**config.mk**
```make
export PLATFORM = sky130hd
export DESIGN_NAME = vga_timing_gen_flat
export DESIGN_NICKNAME = d
export VERILOG_FILES = /design/src/rtl/vga_timing_gen_if.sv /design/src/rtl/vga_timing_gen.sv /design/src/flat_wrapper.sv
export SDC_FILE = /design/constraint.sdc
export NUM_CORES = 1
export LEC_CHECK = 0
export ABC_CLOCK_PERIOD_IN_PS = 3440
export BUFFER_PORTS_ARGS = -buffer_cell sky130_fd_sc_hd__buf_2
export CAP_MARGIN = 20
export CORE_MARGIN = 2
export CORE_UTILIZATION = 57
export CTS_CLUSTER_SIZE = 25
export DETAILED_ROUTE_END_ITERATION = 10
export PLACE_DENSITY = 0.84
export SYNTH_ARGS = -nofsm -noshare
export SYNTH_HDL_FRONTEND = slang
export SYNTH_SLANG_ARGS = --single-unit
```
**constraint.sdc**
```tcl
create_clock -name clk -period 3.44 [get_ports clk]
set_clock_uncertainty 0.05 [all_clocks]
set_input_delay 0.344 -clock clk [delete_from_list [all_inputs] [get_ports clk]]
set_output_delay 0.344 -clock clk [all_outputs]
set_load 0.03 [all_outputs]
```
**src/rtl/vga_timing_gen_if.sv**
```systemverilog
// Video timing bus between the VGA timing generator and its colour source / display sink.
// The generator drives timing and colour; the sink supplies run request and per-pixel colour.
interface vga_timing_gen_if #(
  parameter int CW    = 11,
  parameter int RGB_W = 12
);
  logic             en;
  logic [RGB_W-1:0] rgb_in;
  logic             pix_en;
  logic [CW-1:0]    x;
  logic [CW-1:0]    y;
  logic             active;
  logic             line_start;
  logic             frame_start;
  logic             hsync;
  logic             vsync;
  logic             de;
  logic [RGB_W-1:0] rgb;
  logic [7:0]       frame_count;

  modport master (
    input  en, rgb_in,
    output pix_en, x, y, active, line_start, frame_start,
    output hsync, vsync, de, rgb, frame_count
  );

  modport slave (
    output en, rgb_in,
    input  pix_en, x, y, active, line_start, frame_start,
    input  hsync, vsync, de, rgb, frame_count
  );
endinterface

```
**src/rtl/vga_timing_gen.sv**
```systemverilog
// Parametrised VGA timing generator with pixel-clock divider, H/V counters,
// one-pixel registered sync/colour stage, run/stop control and frame counter.
module vga_timing_gen #(
  parameter int CLK_DIV  = 4,
  parameter int H_ACTIVE = 640,
  parameter int H_FP     = 16,
  parameter int H_SYNC   = 96,
  parameter int H_BP     = 48,
  parameter int V_ACTIVE = 480,
  parameter int V_FP     = 10,
  parameter int V_SYNC   = 2,
  parameter int V_BP     = 33,
  parameter int HS_POL   = 0,
  parameter int VS_POL   = 0,
  parameter int CW       = 11,
  parameter int RGB_W    = 12
) (
  input  logic              clk,
  input  logic              rst_n,
  vga_timing_gen_if.master  bus
);

  localparam int H_TOTAL = H_ACTIVE + H_FP + H_SYNC + H_BP;
  localparam int V_TOTAL = V_ACTIVE + V_FP + V_SYNC + V_BP;
  localparam int DW      = (CLK_DIV > 1) ? $clog2(CLK_DIV) : 1;

  localparam logic [DW-1:0] DIV_LAST = DW'(CLK_DIV - 1);
  localparam logic [CW-1:0] H_LAST   = CW'(H_TOTAL - 1);
  localparam logic [CW-1:0] V_LAST   = CW'(V_TOTAL - 1);
  localparam logic [CW-1:0] H_ACT    = CW'(H_ACTIVE);
  localparam logic [CW-1:0] V_ACT    = CW'(V_ACTIVE);
  localparam logic [CW-1:0] HS_BEG   = CW'(H_ACTIVE + H_FP);
  localparam logic [CW-1:0] HS_END   = CW'(H_ACTIVE + H_FP + H_SYNC);
  localparam logic [CW-1:0] VS_BEG   = CW'(V_ACTIVE + V_FP);
  localparam logic [CW-1:0] VS_END   = CW'(V_ACTIVE + V_FP + V_SYNC);
  localparam logic          HS_ON    = (HS_POL != 0);
  localparam logic          VS_ON    = (VS_POL != 0);

  logic             run_q;
  logic [DW-1:0]    div_q, div_d;
  logic             pix_en_q, pix_en_d;
  logic [CW-1:0]    x_q, x_d;
  logic [CW-1:0]    y_q, y_d;
  logic [7:0]       fc_q, fc_d;
  logic             hs_q, hs_d;
  logic             vs_q, vs_d;
  logic             de_q;
  logic [RGB_W-1:0] rgb_q, rgb_d;

  logic             active_s0;
  logic             line_s0;
  logic             x_wrap;
  logic             y_wrap;

  assign x_wrap    = (x_q == H_LAST);
  assign y_wrap    = (y_q == V_LAST);
  assign active_s0 = run_q & (x_q < H_ACT) & (y_q < V_ACT);
  assign line_s0   = run_q & (x_q == '0);

  // Divider and strobe: pix_en is registered and dropped as soon as en falls.
  always_comb begin
    div_d    = div_q;
    pix_en_d = 1'b0;
    if (!run_q) begin
      div_d = '0;
    end else begin
      if (div_q == DIV_LAST) div_d = '0;
      else                   div_d = div_q + DW'(1);
      pix_en_d = bus.en & (div_q == DIV_LAST);
    end
  end

  // H/V counters and frame counter advance only on the pixel strobe.
  always_comb begin
    x_d  = x_q;
    y_d  = y_q;
    fc_d = fc_q;
    if (!run_q) begin
      x_d = '0;
      y_d = '0;
    end else if (pix_en_q) begin
      if (x_wrap) begin
        x_d = '0;
        if (y_wrap) begin
          y_d  = '0;
          fc_d = fc_q + 8'd1;
        end else begin
          y_d = y_q + CW'(1);
        end
      end else begin
        x_d = x_q + CW'(1);
      end
    end
  end

  // Stage-1 next values computed from the pixel currently on x/y.
  always_comb begin
    hs_d  = ((x_q >= HS_BEG) && (x_q < HS_END)) ? HS_ON : ~HS_ON;
    vs_d  = ((y_q >= VS_BEG) && (y_q < VS_END)) ? VS_ON : ~VS_ON;
    rgb_d = active_s0 ? bus.rgb_in : '0;
  end

  // Run flag, divider and pixel strobe.
  always_ff @(posedge clk or negedge rst_n) begin
    if (!rst_n) begin
      run_q    <= 1'b0;
      div_q    <= '0;
      pix_en_q <= 1'b0;
    end else begin
      run_q    <= bus.en;
      div_q    <= div_d;
      pix_en_q <= pix_en_d;
    end
  end

  // Position counters and completed-frame count.
  always_ff @(posedge clk or negedge rst_n) begin
    if (!rst_n) begin
      x_q  <= '0;
      y_q  <= '0;
      fc_q <= '0;
    end else begin
      x_q  <= x_d;
      y_q  <= y_d;
      fc_q <= fc_d;
    end
  end

  // One-pixel output stage keeps syncs aligned with the registered colour.
  always_ff @(posedge clk or negedge rst_n) begin
    if (!rst_n) begin
      hs_q  <= ~HS_ON;
      vs_q  <= ~VS_ON;
      de_q  <= 1'b0;
      rgb_q <= '0;
    end else if (!run_q) begin
      hs_q  <= ~HS_ON;
      vs_q  <= ~VS_ON;
      de_q  <= 1'b0;
      rgb_q <= '0;
    end else if (pix_en_q) begin
      hs_q  <= hs_d;
      vs_q  <= vs_d;
      de_q  <= active_s0;
      rgb_q <= rgb_d;
    end
  end

  assign bus.pix_en      = pix_en_q;
  assign bus.x           = x_q;
  assign bus.y           = y_q;
  assign bus.active      = active_s0;
  assign bus.line_start  = line_s0;
  assign bus.frame_start = line_s0 & (y_q == '0);
  assign bus.hsync       = run_q ? hs_q : ~HS_ON;
  assign bus.vsync       = run_q ? vs_q : ~VS_ON;
  assign bus.de          = run_q & de_q;
  assign bus.rgb         = run_q ? rgb_q : '0;
  assign bus.frame_count = fc_q;

endmodule
```
**src/flat_wrapper.sv**
```systemverilog
// flat-port wrapper written by rule: the top's interface ports become plain ports
module vga_timing_gen_flat 
#(
  parameter int CLK_DIV  = 4,
  parameter int H_ACTIVE = 640,
  parameter int H_FP     = 16,
  parameter int H_SYNC   = 96,
  parameter int H_BP     = 48,
  parameter int V_ACTIVE = 480,
  parameter int V_FP     = 10,
  parameter int V_SYNC   = 2,
  parameter int V_BP     = 33,
  parameter int HS_POL   = 0,
  parameter int VS_POL   = 0,
  parameter int CW       = 11,
  parameter int RGB_W    = 12
)
  (clk, rst_n, bus_en, bus_rgb_in, bus_pix_en, bus_x, bus_y, bus_active, bus_line_start, bus_frame_start, bus_hsync, bus_vsync, bus_de, bus_rgb, bus_frame_count);
  vga_timing_gen_if #(.CW(CW), .RGB_W(RGB_W)) bus_i ();
  input  logic clk;
  input  logic rst_n;
  input wire logic [$bits(bus_i.en)-1:0] bus_en;
  input wire logic [$bits(bus_i.rgb_in)-1:0] bus_rgb_in;
  output wire logic [$bits(bus_i.pix_en)-1:0] bus_pix_en;
  output wire logic [$bits(bus_i.x)-1:0] bus_x;
  output wire logic [$bits(bus_i.y)-1:0] bus_y;
  output wire logic [$bits(bus_i.active)-1:0] bus_active;
  output wire logic [$bits(bus_i.line_start)-1:0] bus_line_start;
  output wire logic [$bits(bus_i.frame_start)-1:0] bus_frame_start;
  output wire logic [$bits(bus_i.hsync)-1:0] bus_hsync;
  output wire logic [$bits(bus_i.vsync)-1:0] bus_vsync;
  output wire logic [$bits(bus_i.de)-1:0] bus_de;
  output wire logic [$bits(bus_i.rgb)-1:0] bus_rgb;
  output wire logic [$bits(bus_i.frame_count)-1:0] bus_frame_count;
  assign bus_i.en = bus_en;
  assign bus_i.rgb_in = bus_rgb_in;
  assign bus_pix_en = bus_i.pix_en;
  assign bus_x = bus_i.x;
  assign bus_y = bus_i.y;
  assign bus_active = bus_i.active;
  assign bus_line_start = bus_i.line_start;
  assign bus_frame_start = bus_i.frame_start;
  assign bus_hsync = bus_i.hsync;
  assign bus_vsync = bus_i.vsync;
  assign bus_de = bus_i.de;
  assign bus_rgb = bus_i.rgb;
  assign bus_frame_count = bus_i.frame_count;
  vga_timing_gen #(.CLK_DIV(CLK_DIV), .H_ACTIVE(H_ACTIVE), .H_FP(H_FP), .H_SYNC(H_SYNC), .H_BP(H_BP), .V_ACTIVE(V_ACTIVE), .V_FP(V_FP), .V_SYNC(V_SYNC), .V_BP(V_BP), .HS_POL(HS_POL), .VS_POL(VS_POL), .CW(CW), .RGB_W(RGB_W)) u_core (.clk(clk), .rst_n(rst_n), .bus(bus_i));
endmodule
```
# Word-level counts from Yosys, hierarchy flattened
# Index checks and enable logic that the tools add are counted.
# word_totals
reg_bits	49
inputBits	15
word_cells	61
out_inout_bits	49
# classes
n_mux	24
n_reduce_logical	6
n_addsub	4
order_cmp	6
eq_ne	5
bitwise_logic	6
# ops
operator	n
11-bit two-way mux	7
12-bit two-way mux	4
11-bit by 1-bit adder with 11-bit output (second input constant)	2
11-bit by 10-bit == test with 1-bit output (second input constant)	2
11-bit logical NOT	2
11-bit by 10-bit < comparator with 1-bit output (second input constant)	2
11-bit by 9-bit < comparator with 1-bit output (second input constant)	2
11-bit by 10-bit >= comparator with 1-bit output (second input constant)	1
11-bit by 9-bit >= comparator with 1-bit output (second input constant)	1
1-bit two-way mux	11
8-bit by 1-bit adder with 8-bit output (second input constant)	1
1-bit AND	6
2-bit two-way mux	2
2-bit inequality test (second input constant)	2
4-bit AND reduction	1
2-bit by 1-bit adder with 2-bit output (second input constant)	1
2-bit == test (second input constant)	1
1-bit logical AND	2
2-bit AND reduction	1

# Longest topological paths before layout
# Gate-level depths: netlist of the first run.
# logic_depth
word_depth	6
ltp_mapped	7
ltp_nobuf	6

# Worst setup path after synthesis of the first run
# Ideal clock, no wire load.
# synth_path
path_type	flip-flop to output port
startpoint	register u_core.x_q[1] (netlist: u_core.bus.x[1])
endpoint	output port bus_frame_start
required_time_ps	3046
n_path_buf	0
t_arrival_ps	2090
path_stages_with_launch	6
slack_ps	956
path_cell_list	dfrtp_1 inv_1 ha_1 nor4b_1 nand4_1 nor4_1
# synth_between
elab_chain_cells	3
# synth_lines
item	line	source
start: declaration	vga_timing_gen.sv:42	logic [CW-1:0] x_q, x_d;
start signal: assignment	vga_timing_gen.sv:119	x_q <= '0;
start signal: assignment	vga_timing_gen.sv:123	x_q <= x_d;
11-bit logical NOT	vga_timing_gen.sv:58	assign line_s0 = run_q & (x_q == '0);
1-bit AND	vga_timing_gen.sv:58	
1-bit AND	vga_timing_gen.sv:154	assign bus.frame_start = line_s0 & (y_q == '0);
end: declaration	flat_wrapper.sv:29	output wire logic [$bits(bus_i.frame_start)-1:0] bus_frame_start;
# Every way passes these cells.

# Final worst setup path of the first run
# layout_path
startpoint	register u_core.run_q
endpoint	output port bus_frame_start
# layout_between
elab_chain_cells	2
# layout_lines
item	line	source
start: declaration	vga_timing_gen.sv:39	logic run_q;
start signal: assignment	vga_timing_gen.sv:110	run_q <= bus.en;
1-bit AND	vga_timing_gen.sv:58	
1-bit AND	vga_timing_gen.sv:154	
# Every way passes these cells.

==> results of run 1 <==
-- registers in the layout, summed over array words and instances, names as in the netlist --
signal and cells:
u_core.bus.x 11, u_core.bus.pix_en 1, u_core.de_q 1, u_core.bus.y 11, u_core.div_q 2, u_core.hs_q 1, u_core.rgb_q 12, u_core.run_q 1
u_core.bus.frame_count 8, u_core.vs_q 1
-- layout make-up --
type / count / area, µm² / share of cell area
well taps: 52 / 65.1 / 0.0208
multi-input cells: 207 / 1310 / 0.420
inverters: 11 / 41.3 / 0.0132
flip-flops and latches: 49 / 1230 / 0.393
repair buffers: 67 / 360 / 0.115
clock buffers: 6 / 82.6 / 0.0264
clock inverters: 2 / 37.5 / 0.0120
-- Yosys cell counts (2+ instances only) --
cell type	number
dfrtp_1	47
nand2_1	38
o21ai_0	21
and2_1	19
nand3_1	17
nor2_1	16
nand4_1	15
inv_1	11
and3_1	9
clkbuf_1	9
xnor2_1	8
ha_1	6
xor2_1	6
nor4_1	4
and4_1	3
nand2b_1	3
nor2b_1	3
nor3_1	3
or3_1	3
a221o_2	2
a31oi_1	2
buf_2	2
dfstp_2	2
nand3b_1	2
nor3b_1	2
nor4b_1	2
-- report_power, final --
part | internal, µW | leakage (µW) | switching (µW)
combinational | 34.5 | 0.000805 | 65.5
clock | 236 | 0.0000574 | 199
sequential | 592 | 0.000660 | 12.8
-- through the flow --
| step | utilization | area (µm²) | worst slack [ns] | hold slack, ns | std cells |
|---|---|---|---|---|---|
| after floorplan | - | 2650 | 0.956 | -0.00159 | 281 |
| after global placement | 0.675 | 2980 | 0.944 | 0.377 | 384 |
| after detailed placement | 0.675 | 2980 | 0.872 | 0.387 | 384 |
| after CTS | 0.702 | 3100 | 0.758 | 0.119 | 392 |
| after global routing | 0.709 | 3130 | 0.525 | 0.131 | 394 |
| final | 0.709 | 3130 | 0.756 | 0.124 | 394 |
-- cells by family after synthesis --
kind of cell / after synthesis / synth area share
compound gates: 38 / 0.101
xor+xnor: 14 / 0.0462
fa+ha+maj: 6 / 0.0283
buf+inv: 25 / 0.0411
flops: 49 / 0.463
mux: 1 / 0.00425
simple gates: 148 / 0.315
-- worst max-delay path by stage --
stage	endpoint	slack (ns)	cells after the start
CTS	bus_frame_start	0.76	4
finish	bus_frame_start	0.76	4
global route	bus_frame_start	0.53	4
floorplan	bus_frame_start	0.96	5
global placement	u_core.bus.frame_count[1]	0.94	4
detailed placement	u_core.bus.frame_count[1]	0.87	4
-- routing by layer --
layer / routed length [µm] / part of all wire
met1: 2620 / 0.44
met2: 2780 / 0.47
met3: 421 / 0.072
met4: 66 / 0.011
met5: 0 / 0
-- timing repair --
item	4_1_cts	5_1_grt
resized for setup	0	0
hold buffers	0	1
setup buffers	0	0
setup endpoints to repair	0	0
endpoints found under the hold margin	0	13
-- critical path: stages (launching register included) --
cell and delay (ns):
dfrtp_1 0.94, nor3b_1 0.33, nand4_1 0.19, nor4_1 0.28, buf_2 0.24
==> results.json, run 1 <==
{
  "synth_top_area_cell": "dfrtp_1",
  "synthArstFlopShare": 1.00,
  "grt_first_pass_wirelength_mm": 9.99,
  "syn_avg_cell_area_um2": 9.44,
  "coreArea_mm2": 0.00441,
  "ys.flop_type": "dfrtp_1",
  "hold_class": "primary input to flip-flop",
  "worstHoldStart": "bus_en",
  "port_buffers": 63,
  "seq_area_frac_synth": 0.463,
  "num_vias": 2306,
  "fill_cells": 349,
  "critPathArrivalTime_ns": 2.29,
  "grt-busiest-layer": "met2",
  "whs_endpoint": "u_core.run_q",
  "grt_usage": 0.243,
  "drtAntennaViolNets": 0,
  "drt_iter0_drc": 238,
  "mostFrequentLayoutCells": "buf_2, dfrtp_1, nand2_1",
  "final_common_cell": "buf_2",
  "die_x_um": 72.2,
  "worstSetupPathType": "flip-flop to output pin",
  "synth_edf_count": 0,
  "slew-limit-headroom": 0.395,
  "hold_depth": 1,
  "htree_levels": 2,
  "grt_pass1_vias": 2128,
  "min_period_over_period": 0.780,
  "yosysUniqueCellTypes": 52,
  "antenna_found_initial": 0,
  "ys_ff_latch": 49,
  "cts-root-buf": "clkbuf_8",
  "post_drt_wl_per_cell_um": 14.9,
  "initial_core_util": 0.601,
  "diodes": 0,
  "areaGrowthSynthToFinish_pct": 18.0,
  "via_per_inst": 5.85,
  "p_leak_uw": 0.00152,
  "fin_setup_tns_ns": 0,
  "grtUsageMet3": 0.0458,
  "endpoint_kind": "output pin",
  "hold_viol": 0,
  "tightest_slew_ns": 0.907,
  "vdd.ir_drop.worst_mv": 0.223,
  "die_area_mm2": 0.00521,
  "synth_cells": 281,
  "use_met1": 0.340,
  "cp.required_ns": 3.05,
  "clockBufferDepth": 2,
  "worstSkewPairLatency_ns": 0.31,
  "setup_viol": 0,
  "cts_buffers": 5,
  "p_total_uw": 1140,
  "synth_area_leaders": "dfrtp_1, nand2_1, and2_1",
  "synth_warnings": 0,
  "yosysTopAreaCellShare": 0.444,
  "rows": 24,
  "reg2reg_slack_ns": 0.85,
  "synth_area_mm2": 0.00265,
  "max_freq_mhz": 373,
  "critPathLaunch": "u_core.run_q",
  "setup.worst_path.start_class": "flip-flop",
  "power.density_mw_per_mm2": 364,
  "routabilityCongestion": 0.815,
  "wl_mm": 5.88,
  "r2r_cells": 4,
  "cts_tree": "done",
  "status": "finished, final reports clean",
  "cap_viol_max_count": 0,
  "rsz0062_at_grt": "false",
  "fin_nets": 362,
  "die_h_um": 72.2,
  "dp_hpwl_mm": 4.07,
  "boundaryPins": 64,
  "drive_gt1_frac": 0.257,
  "path_clk_slew_ns": 0.08,
  "clock_sinks": 49,
  "met2_usage": 0.388,
  "drc": 0,
  "first_pass_iters": 4,
  "slew_viol_final": 0,
  "r2r_end": "u_core.bus.frame_count[1]",
  "grt_overflow": 0,
  "syn-num-nets": 302,
  "path_max_fanout": 34,
  "r2r_start": "u_core.run_q",
  "grt_max_degree": 50,
  "period_minus_slack_ns": 2.68
}
(Power assumes the default switching activity.)
==> inputs of run 2 (changes only) <==
- ABC_CLOCK_PERIOD_IN_PS: 3440 -> 2700
- CORE_UTILIZATION: 57 -> 53
- PLACE_DENSITY: 0.84 -> 0.79
- clock period: 3.44 -> 2.7 ns (I/O delays scaled with it)
==> results.json, run 2 (synthesized netlist as in run 1, its figures left out) <==
{
  "status": "finished, final reports clean",
  "dp_hpwl_mm": 4.28,
  "setup_viol": 0,
  "drive_gt1_frac": 0.265,
  "drt_iter0_drc": 252,
  "cp.required_ns": 2.38,
  "clock_power_share": 0.368,
  "clockBufferDepth": 2,
  "slew-limit-headroom": 0.549,
  "grt_overflow": 0,
  "max_freq_mhz": 406,
  "initial_core_util": 0.554,
  "setup.worst_path.start_class": "flip-flop",
  "endpoint_kind": "output pin",
  "vdd.ir_drop.worst_mv": 0.359,
  "internal_power_uw": 1070,
  "placed_cells": 405,
  "diodes": 0,
  "path_clk_slew_ns": 0.09,
  "worstSetupPathType": "flip-flop to output pin",
  "final_common_cell": "buf_2",
  "clock_sinks": 49,
  "rows": 25,
  "grt_first_pass_wirelength_mm": 9.76,
  "path_max_fanout": 7,
  "grt_max_degree": 32,
  "period_minus_slack_ns": 2.46,
  "post_cts_buffers": 0,
  "die_area_mm2": 0.00558,
  "min_period_over_period": 0.912,
  "first_pass_iters": 4,
  "seq_power_share": 0.538,
  "regMostFlops": "u_core.rgb_q",
  "num_vias": 2304,
  "p_leak_uw": 0.00154,
  "coreArea_mm2": 0.00479,
  "slew_viol_final": 0,
  "fill_cells": 406,
  "hold_slack_ns": 0.0537,
  "wl_mm": 6.05,
  "cts-root-buf": "clkbuf_8",
  "hold_class": "primary input to flip-flop",
  "comb_power_share": 0.094,
  "post_drt_wl_per_cell_um": 14.6,
  "largest_reg_flops": 12,
  "power.density_mw_per_mm2": 451,
  "drtAntennaViolNets": 0,
  "die_h_um": 74.7,
  "hold_viol": 0,
  "hold_buffers": 1,
  "grt_usage": 0.227,
  "rsz0062_at_grt": "false",
  "swShare": 0.246,
  "boundaryPins": 64,
  "port_buffers": 63,
  "p_sw_uw": 351,
  "mostFrequentLayoutCells": "buf_2, dfrtp_1, nand2_1",
  "die_x_um": 74.7,
  "tightest_slew_ns": 0.675,
  "worstSkewPairLatency_ns": 0.30,
  "fin_setup_tns_ns": 0,
  "via_per_inst": 5.57,
  "cts_resized": 0,
  "cts_buffers": 5,
  "grt_pass1_vias": 2095,
  "htree_levels": 2,
  "critPathArrivalTime_ns": 2.14,
  "areaGrowthSynthToFinish_pct": 19.2,
  "cts_tree": "done",
  "routabilityCongestion": 0.869,
  "antenna_found_initial": 0,
  "drc": 0,
  "fin_nets": 367,
  "finalNonFillerCells": 414,
  "final_util": 0.660,
  "cap_viol_max_count": 0
}
run 2: changes by cell type in the layout (fill, tap and decap cells not counted), sizes merged:
cell      change
clkinvlp      -1
clkinv        +1
buf           +5
run 2: worst paths after layout:
kind,from,end,slack [ns],cells past startpoint
min in group asynchronous,rst_n,u_core.bus.y[1],0.39,2
worst max-delay path,u_core.bus.x[0],bus_frame_start,0.24,6
worst max register to register,u_core.bus.x[0],u_core.bus.frame_count[1],0.45,5
worst min-delay path,bus_en,u_core.run_q,0.05,1
max in group asynchronous,rst_n,u_core.vs_q,1.42,3
worst min register to register,u_core.div_q[0],u_core.div_q[0],0.40,1
run 2: area by class of cell:
class,instances,area (µm²),area share
Inverter,11,41.3,0.0131
Multi-Input combinational cell,207,1310,0.416
Clock inverter,2,35.0,0.0111
Timing Repair Buffer,72,385,0.122
Sequential cell,49,1230,0.389
Clock buffer,6,72.6,0.0230
Tap cell,67,83.8,0.0265
run 2: routing by layer:
layer | up-vias | global-route usage | wire length, µm
li1 | 1119 | - | -
met1 | 1120 | 0.315 | 2820
met2 | 59 | 0.351 | 2910
met3 | 6 | 0.0482 | 267
met4 | 0 | 0.0853 | 54
met5 | - | 0 | 0
run 2: worst max-delay path, cell delays in order, from the launching register on:
cell	delay, ns
dfrtp_1	0.45
inv_1	0.08
ha_1	0.15
nor4b_1	0.35
nand4_1	0.20
nor4_1	0.35
buf_2	0.26
run 2: power groups by stage:
stage | clock, µW | sequential, µW | combinational (µW)
after floorplan | 0 | 778 | 80.2
after global placement | 0 | 780 | 131
after detailed placement | 0 | 781 | 135
after CTS | 531 | 767 | 136
after global routing | 559 | 769 | 149
final | 524 | 767 | 134
run 2: metrics by stage:
stage	instance area [µm²]	power, µW	setup WS (ns)
5_1_grt	3160	1480	0.0619
3_5_place_dp	3040	915	0.474
6_report	3160	1430	0.237
3_3_place_gp	3040	911	0.541
4_1_cts	3160	1430	0.229
2_1_floorplan	2650	859	0.290
